--- src/rtl/add_arbiter_if.sv ---
// Requester/result bundle for the two-port adder arbiter.
// The master modport belongs to the requester side; the slave modport belongs to the arbiter.
interface add_arbiter_if #(parameter int WIDTH = 8);
  logic [1:0]       req_valid;
  logic [1:0]       req_ready;
  logic [WIDTH-1:0] op0_a;
  logic [WIDTH-1:0] op0_b;
  logic [WIDTH-1:0] op1_a;
  logic [WIDTH-1:0] op1_b;
  logic             sat;
  logic             res_valid;
  logic             res_ready;
  logic [WIDTH-1:0] res_data;
  logic             res_carry;
  logic             res_id;
  logic [7:0]       cnt0;
  logic [7:0]       cnt1;

  modport master (
    output req_valid, op0_a, op0_b, op1_a, op1_b, sat, res_ready,
    input  req_ready, res_valid, res_data, res_carry, res_id, cnt0, cnt1
  );

  modport slave (
    input  req_valid, op0_a, op0_b, op1_a, op1_b, sat, res_ready,
    output req_ready, res_valid, res_data, res_carry, res_id, cnt0, cnt1
  );
endinterface

--- src/rtl/add_arbiter.sv ---
// Round-robin arbiter feeding one registered adder; latency 1 cycle, one op per cycle.
// Backpressure: req_ready drops while a result is held and res_ready is low.
module add_arbiter #(
  parameter int WIDTH = 8
) (
  input  logic        clk,
  input  logic        rst_n,
  add_arbiter_if.slave bus
);

  localparam logic [0:0] EMPTY = 1'b0;
  localparam logic [0:0] FULL  = 1'b1;

  logic [0:0]       state;
  logic             ptr;
  logic             can_accept;
  logic [1:0]       grant;
  logic             xfer;
  logic             gid;
  logic [WIDTH-1:0] a_sel;
  logic [WIDTH-1:0] b_sel;
  logic [WIDTH:0]   sum;
  logic [WIDTH-1:0] data_q;
  logic             carry_q;
  logic             id_q;
  logic [7:0]       cnt0_q;
  logic [7:0]       cnt1_q;

  assign can_accept = (state == EMPTY) || bus.res_ready;

  // Gated by rst_n so req_ready is zero the instant reset asserts.
  always_comb begin
    grant = 2'b00;
    if (rst_n && can_accept) begin
      case (bus.req_valid)
        2'b01:   grant = 2'b01;
        2'b10:   grant = 2'b10;
        2'b11:   grant = ptr ? 2'b10 : 2'b01;
        default: grant = 2'b00;
      endcase
    end
  end

  assign xfer  = |grant;
  assign gid   = grant[1];
  assign a_sel = gid ? bus.op1_a : bus.op0_a;
  assign b_sel = gid ? bus.op1_b : bus.op0_b;
  assign sum   = {1'b0, a_sel} + {1'b0, b_sel};

  always_ff @(posedge clk or negedge rst_n) begin
    if (!rst_n) begin
      state   <= EMPTY;
      ptr     <= 1'b0;
      data_q  <= '0;
      carry_q <= 1'b0;
      id_q    <= 1'b0;
      cnt0_q  <= 8'd0;
      cnt1_q  <= 8'd0;
    end else if (xfer) begin
      state   <= FULL;
      data_q  <= (bus.sat && sum[WIDTH]) ? {WIDTH{1'b1}} : sum[WIDTH-1:0];
      carry_q <= sum[WIDTH];
      id_q    <= gid;
      ptr     <= ~gid;
      if (gid) cnt1_q <= cnt1_q + 8'd1;
      else     cnt0_q <= cnt0_q + 8'd1;
    end else if (bus.res_ready) begin
      state <= EMPTY;
    end
  end

  assign bus.req_ready = grant;
  assign bus.res_valid = (state == FULL);
  assign bus.res_data  = data_q;
  assign bus.res_carry = carry_q;
  assign bus.res_id    = id_q;
  assign bus.cnt0      = cnt0_q;
  assign bus.cnt1      = cnt1_q;

endmodule

--- src/flat_wrapper.sv ---
// flat-port wrapper written by rule: the top's interface ports become plain ports
module add_arbiter_flat 
#(
  parameter int WIDTH = 8
)
  (clk, rst_n, bus_req_valid, bus_op0_a, bus_op0_b, bus_op1_a, bus_op1_b, bus_sat, bus_res_ready, bus_req_ready, bus_res_valid, bus_res_data, bus_res_carry, bus_res_id, bus_cnt0, bus_cnt1);
  add_arbiter_if #(.WIDTH(WIDTH)) bus_i ();
  input  logic clk;
  input  logic rst_n;
  input wire logic [$bits(bus_i.req_valid)-1:0] bus_req_valid;
  input wire logic [$bits(bus_i.op0_a)-1:0] bus_op0_a;
  input wire logic [$bits(bus_i.op0_b)-1:0] bus_op0_b;
  input wire logic [$bits(bus_i.op1_a)-1:0] bus_op1_a;
  input wire logic [$bits(bus_i.op1_b)-1:0] bus_op1_b;
  input wire logic [$bits(bus_i.sat)-1:0] bus_sat;
  input wire logic [$bits(bus_i.res_ready)-1:0] bus_res_ready;
  output wire logic [$bits(bus_i.req_ready)-1:0] bus_req_ready;
  output wire logic [$bits(bus_i.res_valid)-1:0] bus_res_valid;
  output wire logic [$bits(bus_i.res_data)-1:0] bus_res_data;
  output wire logic [$bits(bus_i.res_carry)-1:0] bus_res_carry;
  output wire logic [$bits(bus_i.res_id)-1:0] bus_res_id;
  output wire logic [$bits(bus_i.cnt0)-1:0] bus_cnt0;
  output wire logic [$bits(bus_i.cnt1)-1:0] bus_cnt1;
  assign bus_i.req_valid = bus_req_valid;
  assign bus_i.op0_a = bus_op0_a;
  assign bus_i.op0_b = bus_op0_b;
  assign bus_i.op1_a = bus_op1_a;
  assign bus_i.op1_b = bus_op1_b;
  assign bus_i.sat = bus_sat;
  assign bus_i.res_ready = bus_res_ready;
  assign bus_req_ready = bus_i.req_ready;
  assign bus_res_valid = bus_i.res_valid;
  assign bus_res_data = bus_i.res_data;
  assign bus_res_carry = bus_i.res_carry;
  assign bus_res_id = bus_i.res_id;
  assign bus_cnt0 = bus_i.cnt0;
  assign bus_cnt1 = bus_i.cnt1;
  add_arbiter #(.WIDTH(WIDTH)) u_core (.clk(clk), .rst_n(rst_n), .bus(bus_i));
endmodule
--- config.mk ---
export PLATFORM = sky130hd
export DESIGN_NAME = add_arbiter_flat
export DESIGN_NICKNAME = d
export VERILOG_FILES = /design/src/rtl/add_arbiter_if.sv /design/src/rtl/add_arbiter.sv /design/src/flat_wrapper.sv
export SDC_FILE = /design/constraint.sdc
export NUM_CORES = 1
export LEC_CHECK = 0
export ABC_AREA = 1
export CORE_MARGIN = 3
export CORE_UTILIZATION = 35
export CTS_BUF_LIST = sky130_fd_sc_hd__clkbuf_16
export CTS_CLUSTER_SIZE = 25
export DETAILED_ROUTE_END_ITERATION = 7
export PLACE_DENSITY = 0.65
export SKIP_CTS_REPAIR_TIMING = 1
export SLEW_MARGIN = 30
export SYNTH_ARGS = -nofsm -noshare
export SYNTH_HDL_FRONTEND = slang
export SYNTH_SLANG_ARGS = --single-unit
--- constraint.sdc ---
create_clock -name clk -period 4.41 [get_ports clk]
set_input_delay 1.323 -clock clk [delete_from_list [all_inputs] [get_ports clk]]
set_output_delay 1.323 -clock clk [all_outputs]
set_load 0.03 [all_outputs]
======== Yosys cells after proc, flatten, opt, wreduce, memory -nomap -nowiden ========
Cells that the tools add are included.
storage, ports and cells
  bits in registers ....................... 28
  output and inout bits ................... 29
  word-level logic and storage cells ...... 30
cells by class
  bitwise operators ....................... 2
  equality and inequality tests ........... 3
  multiplexer cells ....................... 8
  reductions and logical operators ........ 7
  add/subtract/negate cells ............... 3
operators with widths
  operator               number
  $mux W8                3
  $add A8 B1 Y8 const B  2
  $add A8 B8 Y9          1
  $pmux W2 S3            1
  $eq A2 B2 Y1 const B   2
  $mux W2                2
  $reduce_and A2 Y1      2
  $eq A2 B1 Y1 const B   1
  $logic_and A1 B1 Y1    2
  $mux W1                2
  $not A1 Y1             2
  $reduce_bool A2 Y1     1
  $reduce_or A2 Y1       1
  $logic_or A1 B1 Y1     1

======== Logic depth before layout (Yosys ltp) ========
  depth in word-level cells ............... 8
  gate-level depth with buffers ........... 18

======== Worst setup path before layout ========
No wires, ideal clock.
  kind .................................... input port to flip-flop
  start ................................... input bus_res_ready
  end ..................................... register u_core.data_q[5], in the netlist u_core.bus.res_data[5]
  arrival time ............................ 3.157 ns
  data required time ...................... 4.293 ns
  setup slack ............................. 1.136 ns
  cell stages on the path ................. 17
  buffers on the path ..................... 1
  cell sequence ........................... nor2_1 nor2_2 nand2_2 inv_2 buf_2 nand2_1 nand2_1 ha_1 fa_1 nand2_1 nand2_1 nand3_1 nand2_1 nand2_1 nand3_1 nand2_1 nand2_1
on the way
  word-level cells in the longest chain between the ends .. 7
  elaborated cells between the ends (all ways) .. 9
  classes of those cells .................. add/sub (1); mux (4); reduce/logical (4)
ends and longest elaborated chain
  item                               RTL line                              text
  from (decl)                        flat_wrapper.sv:16                    input wire logic [$bits(bus_i.res_ready)-1:0] bus_res_ready;
  $logic_or A1 B1 Y1 *               add_arbiter.sv:29                     assign can_accept = (state == EMPTY) || bus.res_ready;
  $logic_and A1 B1 Y1 *              add_arbiter.sv:34                     if (rst_n && can_accept) begin
  $mux W2 *                          add_arbiter.sv:34
  via bus_req_ready[1]               flat_wrapper.sv:17                    output wire logic [$bits(bus_i.req_ready)-1:0] bus_req_ready;
  $mux W8, on equally long branches  add_arbiter.sv:46, add_arbiter.sv:47
  $add A8 B8 Y9                      add_arbiter.sv:48                     assign sum = {1'b0, a_sel} + {1'b0, b_sel};
  $logic_and A1 B1 Y1                add_arbiter.sv:61                     data_q <= (bus.sat && sum[WIDTH]) ? {WIDTH{1'b1}} : sum[WIDTH-1:0];
  $mux W8                            add_arbiter.sv:61
  to (signal assigned)               add_arbiter.sv:61
  to (decl)                          add_arbiter.sv:23                     logic [WIDTH-1:0] data_q;
Mark *: on every way through the listed nets, which the timed path passes. The rest lies on a longest branch.
A chain may end at the register's enable or synchronous reset.

======== Final worst setup path ========
  start ................................... input rst_n
  end ..................................... output bus_req_ready[1]
on the way
  word-level cells in the longest chain between the ends .. 2
ends and longest elaborated chain
  item                 RTL line            text
  from (decl)          flat_wrapper.sv:9   input logic rst_n;
  $logic_and A1 B1 Y1  add_arbiter.sv:34
  $mux W2              add_arbiter.sv:34
  to (decl)            flat_wrapper.sv:17
Every way passes these cells.

==> impl_metrics.sql <==
INSERT INTO impl_metrics (metric_group, metric, value, unit) VALUES
('global_routing', 'via_count_of_the_first_global_routing_pass', '1742', ''),
('routing', 'wire_per_inst', '10.8', 'um'),
('setup_path', 'cpMaxStageDelayCell', 'sky130_fd_sc_hd__clkdlybuf4s50_1', ''),
('routing', 'drt_first_iter_violations', '24', ''),
('setup_path', 'path_depth', '6', ''),
('routing', 'detail_route.wirelength', '4160', 'um'),
('placed_design', 'placed_area', '2550', 'sq um'),
('timing', 'finClkSkew', '0.00238', 'ns'),
('setup_path', 'cp_max_fo', '23', ''),
('setup_path', 'element_type_at_the_critical_path_end', 'primary output', ''),
('die', 'floorplan.die.height', '78.3', 'um'),
('finish', 'nets', '368', ''),
('finish', 'layout.cell_area.non_filler', '2650', 'sq um'),
('timing', 'finalSetupViolCount', '0', ''),
('timing', 'hold-worst-slack', '0.491', 'ns'),
('setup_path', 'r2r_start', 'u_core.bus.res_valid', ''),
('synth', 'ys_top_cells_by_area', 'sky130_fd_sc_hd__dfrtp_1 (38%), sky130_fd_sc_hd__nand2_1 (21%), sky130_fd_sc_hd__ha_1 (6.8%)', ''),
('synth', 'yosys_register_bits', '28', ''),
('finish', 'area_growth_syn_to_layout', '45.0', '%'),
('clocking', 'clk-insertion-delay-late', '0.26', 'ns'),
('die', 'die_area', '6130', 'sq um'),
('routing', 'vias_per_cell', '4.47', ''),
('clocking', 'cts.htree.levels', '1', ''),
('timing', 'tightest_slew', '0.358', 'ns'),
('timing', 'hold_viol_final', '0', ''),
('finish', 'antenna-diode-count', '0', ''),
('setup_path', 'kind_of_start_point_of_the_critical_path', 'primary input', ''),
('clocking', 'clk_pin_slew', '0.06', 'ns'),
('clocking', 'cts_buffers', '3', ''),
('global_routing', 'grt_use_total', '14.6', '%'),
('placed_design', 'routabilityCongestion', '0.810', ''),
('routing', 'vias', '1720', ''),
('setup_path', 'flop2flop_setup_slack', '1.91', 'ns'),
('setup_path', 'critical_path.reg2reg.endpoint', 'u_core.bus.res_data[5]', ''),
('global_routing', 'number_of_antenna_violations_at_the_first_check_in_global_routing', '0', ''),
('timing', 'post-route-min-period', '3.94', 'ns'),
('pwr', 'irDropWorstVdd', '197', 'uV'),
('setup_path', 'critical-path-max-stage-delay', '0.50', 'ns'),
('pwr', 'cellLeakagePower', '0.00132', 'uW'),
('finish', 'post-route-util', '54.4', '%'),
('clocking', 'cts_tree', 'yes', ''),
('hold_path', 'hold_path.class', 'reg2reg', ''),
('setup_path', 'worst-path-buf-inv', '4', ''),
('placed_design', 'place.detailed.hpwl', '3400', 'um'),
('timing', 'post-route-period-util', '89.4', '%'),
('placed_design', 'portBuffers', '66', ''),
('run_status', 'outcome', 'finished, final reports clean', ''),
('setup_path', 'timing.critical_path.cells', 'clkdlybuf4s50_1 -> inv_2 -> nor2_2 -> nand2_2 -> inv_2 -> buf_4', ''),
('synth', 'syn_avg_cell_area', '7.29', 'sq um'),
('synth', 'yosys_warnings', '0', ''),
('synth', 'mappedNetlistArea', '1830', 'sq um'),
('synth', 'yosysSeqAreaShare', '38.3', '%'),
('synth', 'synth_cell_types', '25', ''),
('die', 'placeableCoreArea', '4880', 'sq um'),
('setup_path', 'critical_path_arrival', '2.62', 'ns'),
('setup_path', 'crit_path_frequent_cell', 'sky130_fd_sc_hd__inv_2', ''),
('clocking', 'cts_root_buf', 'sky130_fd_sc_hd__clkbuf_16', ''),
('global_routing', 'grt_remaining_overflow', '0', ''),
('die', 'boundary_pin_count', '67', ''),
('die', 'placement_rows', '25', ''),
('global_routing', 'wire_length_of_the_first_global_routing_pass', '7310', 'um'),
('clocking', 'clockBufferDepth', '2', ''),
('routing', 'dr.pass1.iters', '4', ''),
('clocking', 'tritoncts_num_sinks', '28', ''),
('die', 'initial_core_utilization', '37.5', '%'),
('synth', 'synthDominantAreaCellType', 'sky130_fd_sc_hd__dfrtp_1', ''),
('routing', 'post-route-drc-count', '0', ''),
('finish', 'post_route_cells_drive_above_1_share', '7.23', '%'),
('setup_path', 'worst_setup_path_endpoint', 'bus_req_ready[1]', ''),
('timing', 'slew-limit-headroom', '76.1', '%'),
('timing', 'finalSetupTns', '0', 'ns');
[through the flow]
| stage | worst slack, ns | power [uW] |
|---|---|---|
| after detailed placement | 0.466 | 1230 |
| after floorplan | 1.14 | 912 |
| after global placement | 0.501 | 1220 |
| final | 0.468 | 1480 |
| after CTS | 0.455 | 1500 |
| after global routing | 0.379 | 1590 |
[metal layers]
layer  global-route usage, %  vias to the layer above  wire, um  share of wire (%)
li1                        -                      905         -                  -
met1                    15.9                      764      1720                 41
met2                    28.0                       45      2140                 52
met3                    2.98                        6       219                5.3
met4                    4.90                        0        70                1.7
met5                       0                        -         0                  0
[report_power, final]
group | leakage (uW) | internal (uW) | switching (uW)
registers | 0.000321 | 361 | 94.1
logic | 0.000950 | 324 | 435
clock network | 0.0000511 | 181 | 83.1
total | 0.00132 | 866 | 613
[registers in the layout, indices dropped and copies added (netlist names)]
register / count
u_core.bus.cnt0: 8
u_core.bus.cnt1: 8
u_core.bus.res_data: 8
u_core.bus.res_carry: 1
u_core.bus.res_id: 1
u_core.bus.res_valid: 1
u_core.ptr: 1
[how the worst min path moves through the flow]
stage	start	end	slack, ns	depth (start not counted)
floorplan	u_core.ptr	u_core.ptr	0.54	2
global placement	u_core.bus.res_id	u_core.bus.res_id	0.47	2
detailed placement	u_core.bus.res_id	u_core.bus.res_id	0.47	2
CTS	u_core.bus.res_id	u_core.bus.res_id	0.49	2
global route	u_core.bus.res_id	u_core.bus.res_id	0.52	2
finish	u_core.bus.res_id	u_core.bus.res_id	0.49	2
[cells by family after synthesis]
kind of cell    share of synthesized area (%)
flops                                    38.3
fa+ha+maj                                7.93
simple gates                             32.1
compound gates                           5.61
xor+xnor                                 8.13
buf+inv                                  7.93
[cell usage in the layout (no fill, tap or decap), drive strengths merged, types with 5 or more instances in the layout]
master,Yosys,final
dfrtp,28,28
nor2,19,19
nand3,9,9
nand2,106,106
xor2,12,12
ha,10,10
clkdlybuf4s50,0,64
a21oi,10,10
inv,29,29
xnor2,5,5
[worst register-to-register path: stages, from the launching register on]
cell                      delay, ns
sky130_fd_sc_hd__dfrtp_1       0.39
sky130_fd_sc_hd__inv_2         0.06
sky130_fd_sc_hd__nor2_1        0.06
sky130_fd_sc_hd__nor2_2        0.14
sky130_fd_sc_hd__nand2_2       0.08
sky130_fd_sc_hd__buf_4         0.21
sky130_fd_sc_hd__nand2_1       0.08
sky130_fd_sc_hd__nand2_1       0.05
sky130_fd_sc_hd__ha_1          0.22
sky130_fd_sc_hd__fa_1          0.41
sky130_fd_sc_hd__nand2_1       0.09
sky130_fd_sc_hd__nand2_1       0.08
sky130_fd_sc_hd__nand3_1       0.12
sky130_fd_sc_hd__nand2_1       0.09
sky130_fd_sc_hd__nand2_1       0.14
sky130_fd_sc_hd__nand3_1       0.09
sky130_fd_sc_hd__nand2_1       0.06
sky130_fd_sc_hd__nand2_1       0.05
[area by class of cell]
type,count,area (sq um)
Tap cell,67,83.8
Timing Repair Buffer,68,671
Clock inverter,1,30.0
Fill cell,490,2230
Multi-Input combinational cell,189,985
Clock buffer,3,75.1
Sequential cell,28,701
Inverter,29,109
[synth_stat cells]
library cell               number
sky130_fd_sc_hd__buf_2          2
sky130_fd_sc_hd__fa_1           1
sky130_fd_sc_hd__nand3b_1       3
sky130_fd_sc_hd__a21oi_2        1
sky130_fd_sc_hd__nand3_1        9
sky130_fd_sc_hd__nor3_1         4
sky130_fd_sc_hd__xnor2_1        5
sky130_fd_sc_hd__xor2_1        12
sky130_fd_sc_hd__a21oi_1        9
sky130_fd_sc_hd__or2_1          1
sky130_fd_sc_hd__a31oi_1        1
sky130_fd_sc_hd__inv_1         23
sky130_fd_sc_hd__nand4_1        1
sky130_fd_sc_hd__nand2_2        3
sky130_fd_sc_hd__buf_6          1
sky130_fd_sc_hd__nand2_1      103
sky130_fd_sc_hd__nor2_2         2
sky130_fd_sc_hd__o21ai_0        4
sky130_fd_sc_hd__inv_2          6
sky130_fd_sc_hd__buf_4          2
sky130_fd_sc_hd__nor2_1        17
sky130_fd_sc_hd__a21boi_2       2
sky130_fd_sc_hd__dfrtp_1       28
sky130_fd_sc_hd__or2_2          1
sky130_fd_sc_hd__ha_1          10
No activity file was read; power rests on OpenSTA's default activity.
==> RTL edit: new RTL, config.mk and constraints unchanged <==
`WIDTH` is set to 8 in 3 places; all go to 7.
--- a/src/rtl/add_arbiter_if.sv
+++ b/src/rtl/add_arbiter_if.sv
@@ -1,6 +1,6 @@
 // Requester/result bundle for the two-port adder arbiter.
 // The master modport belongs to the requester side; the slave modport belongs to the arbiter.
-interface add_arbiter_if #(parameter int WIDTH = 8);
+interface add_arbiter_if #(parameter int WIDTH = 7);
   logic [1:0]       req_valid;
   logic [1:0]       req_ready;
   logic [WIDTH-1:0] op0_a;
--- a/src/rtl/add_arbiter.sv
+++ b/src/rtl/add_arbiter.sv
@@ -1,7 +1,7 @@
 // Round-robin arbiter feeding one registered adder; latency 1 cycle, one op per cycle.
 // Backpressure: req_ready drops while a result is held and res_ready is low.
 module add_arbiter #(
-  parameter int WIDTH = 8
+  parameter int WIDTH = 7
 ) (
   input  logic        clk,
   input  logic        rst_n,
--- a/src/flat_wrapper.sv
+++ b/src/flat_wrapper.sv
@@ -1,7 +1,7 @@
 // flat-port wrapper written by rule: the top's interface ports become plain ports
 module add_arbiter_flat 
 #(
-  parameter int WIDTH = 8
+  parameter int WIDTH = 7
 )
   (clk, rst_n, bus_req_valid, bus_op0_a, bus_op0_b, bus_op1_a, bus_op1_b, bus_sat, bus_res_ready, bus_req_ready, bus_res_valid, bus_res_data, bus_res_carry, bus_res_id, bus_cnt0, bus_cnt1);
   add_arbiter_if #(.WIDTH(WIDTH)) bus_i ();
Ports: changed (5 resized); port bits go from 67 to 62. The function was not compared with the original's and may differ.
==> RTL edit against the original RTL <==
- wire length fell by 12%
- sequential cell count shrank 1
- final area fell by 5.0%
- clock power shrank 25%
- worst setup slack got worse by 84 ps
- synthesized area decreased by 4.5%
- first-iteration DRC count grew 25%
- synthesized cell count down 4.8%
- power is 12% lower
- final cell count decreased by 3.6%
- core utilization decreased by 1.7 points
- non-clock buffer count decreased by 2
==> RTL edit: results (changes against the original RTL) <==
** Place
- Half-perimeter wire length of the detailed placement result :: 3031 um (was 3402 um)
- GP Congestion :: 0.7615 (was 0.8099)
- The number of instances in the placed design is 367 (was 381).

** Global routing
- The met2 track demand over resource is 23.78% (was 28.00%).
- Met1 demand-to-capacity share in global routing :: 16.62% (was 15.87%)
- The total global-route track usage was 13.69% (was 14.63%).
- The via count of the first global-routing pass was 1,562 (was 1,742).
- Global routing usage on met3 :: 2.347% (was 2.982%)
- Pin count of the biggest net entering global routing :: 23 (was 29)

** Worst hold path
- Worst Hold Launch :: u_core.bus.cnt0[7] (was u_core.bus.res_id)
- The worst hold endpoint is u_core.bus.cnt0[7] (was u_core.bus.res_id).
- Hold Path Depth :: 1 (was 2)

** Detailed routing
- Routed wirelength normalized by instance count :: 9.830 um (was 10.80 um)
- DRT met1 WL :: 1622 um (was 1723 um)
- The DRC marker count from the first detailed-route iteration was 30 (was 24).
- The met3 routed wirelength was 209 um (was 219 um).
- Avg Vias per Cell :: 4.391 (was 4.468)

** Logic synthesis
- Parity-gate share of the synthesized area counting xor and xnor cells :: 7.516% (was 8.134%)
- Mean post-synth cell area :: 7.313 um^2 (was 7.293 um^2)
- Post-synth top cells: nand2_1, inv_1, dfrtp_1 (was nand2_1, dfrtp_1, inv_1).
- Part of the Yosys area used for sequential elements :: 38.65% (was 38.28%)
- The synthesized netlist net count was 283 (was 300).
- Adder and majority gate portion of the synthesized area :: 7.588% (was 7.929%)

** Outcome
- Run status: complete, no violations (unchanged).

** Setup path
- The depth of the worst register-to-register path came to 16 (was 17).
- Data arrival time of the critical path :: 2700 ps (was 2620 ps)
- The capturing point of the worst reg2reg path is u_core.bus.res_data[6] (was u_core.bus.res_data[5]).

** Power
- Net switching fraction of the power :: 42.19% (was 41.45%)
- Worst-case vdd ir drop :: 0.0001901 V (was 0.0001968 V)
- Proportion of power drawn by flip-flops and latches :: 33.1% (was 30.8%)

** Layout
- The fraction of final layout cells with drive strength greater than 1 is 7.895% (was 7.233%).
## RTL edit: kinds of logic after synthesis
logic type | count (synthesis)
buffers and inverters | 33
DFF | 27
and+or+nand+nor | 140
adders and majority gates | 10
AOI/OAI and AO/OA | 14
xor gates and xnor gates | 15
## RTL edit: per-stage QoR
step                      power, uW  hold WS, ps  utilization, %  setup WS [ps]  cell area, um^2
after floorplan               838.2        545.4               -           1261             1748
after global placement         1109        458.9           51.01          363.4             2441
after detailed placement       1119        456.5           51.01          359.9             2441
after CTS                      1320        469.0           52.65          348.9             2520
after global routing           1403        497.2           52.65          284.6             2520
final                          1303        465.1           52.65          383.9             2520
## RTL edit: layout make-up
type                       count  area (um^2)
clock buffer                   3        75.07
clock inverter                 1        3.754
fill                         486         2266
inverter                      28        105.1
multi-input combinational    179        933.4
sequential                    27        675.6
tap                           67        83.83
timing repair buffer          66        643.1
## RTL edit: critical path: stages
cell and delay [ps]:
clkdlybuf4s50_1 570, o21ai_2 110, nor2_1 440, buf_4 260
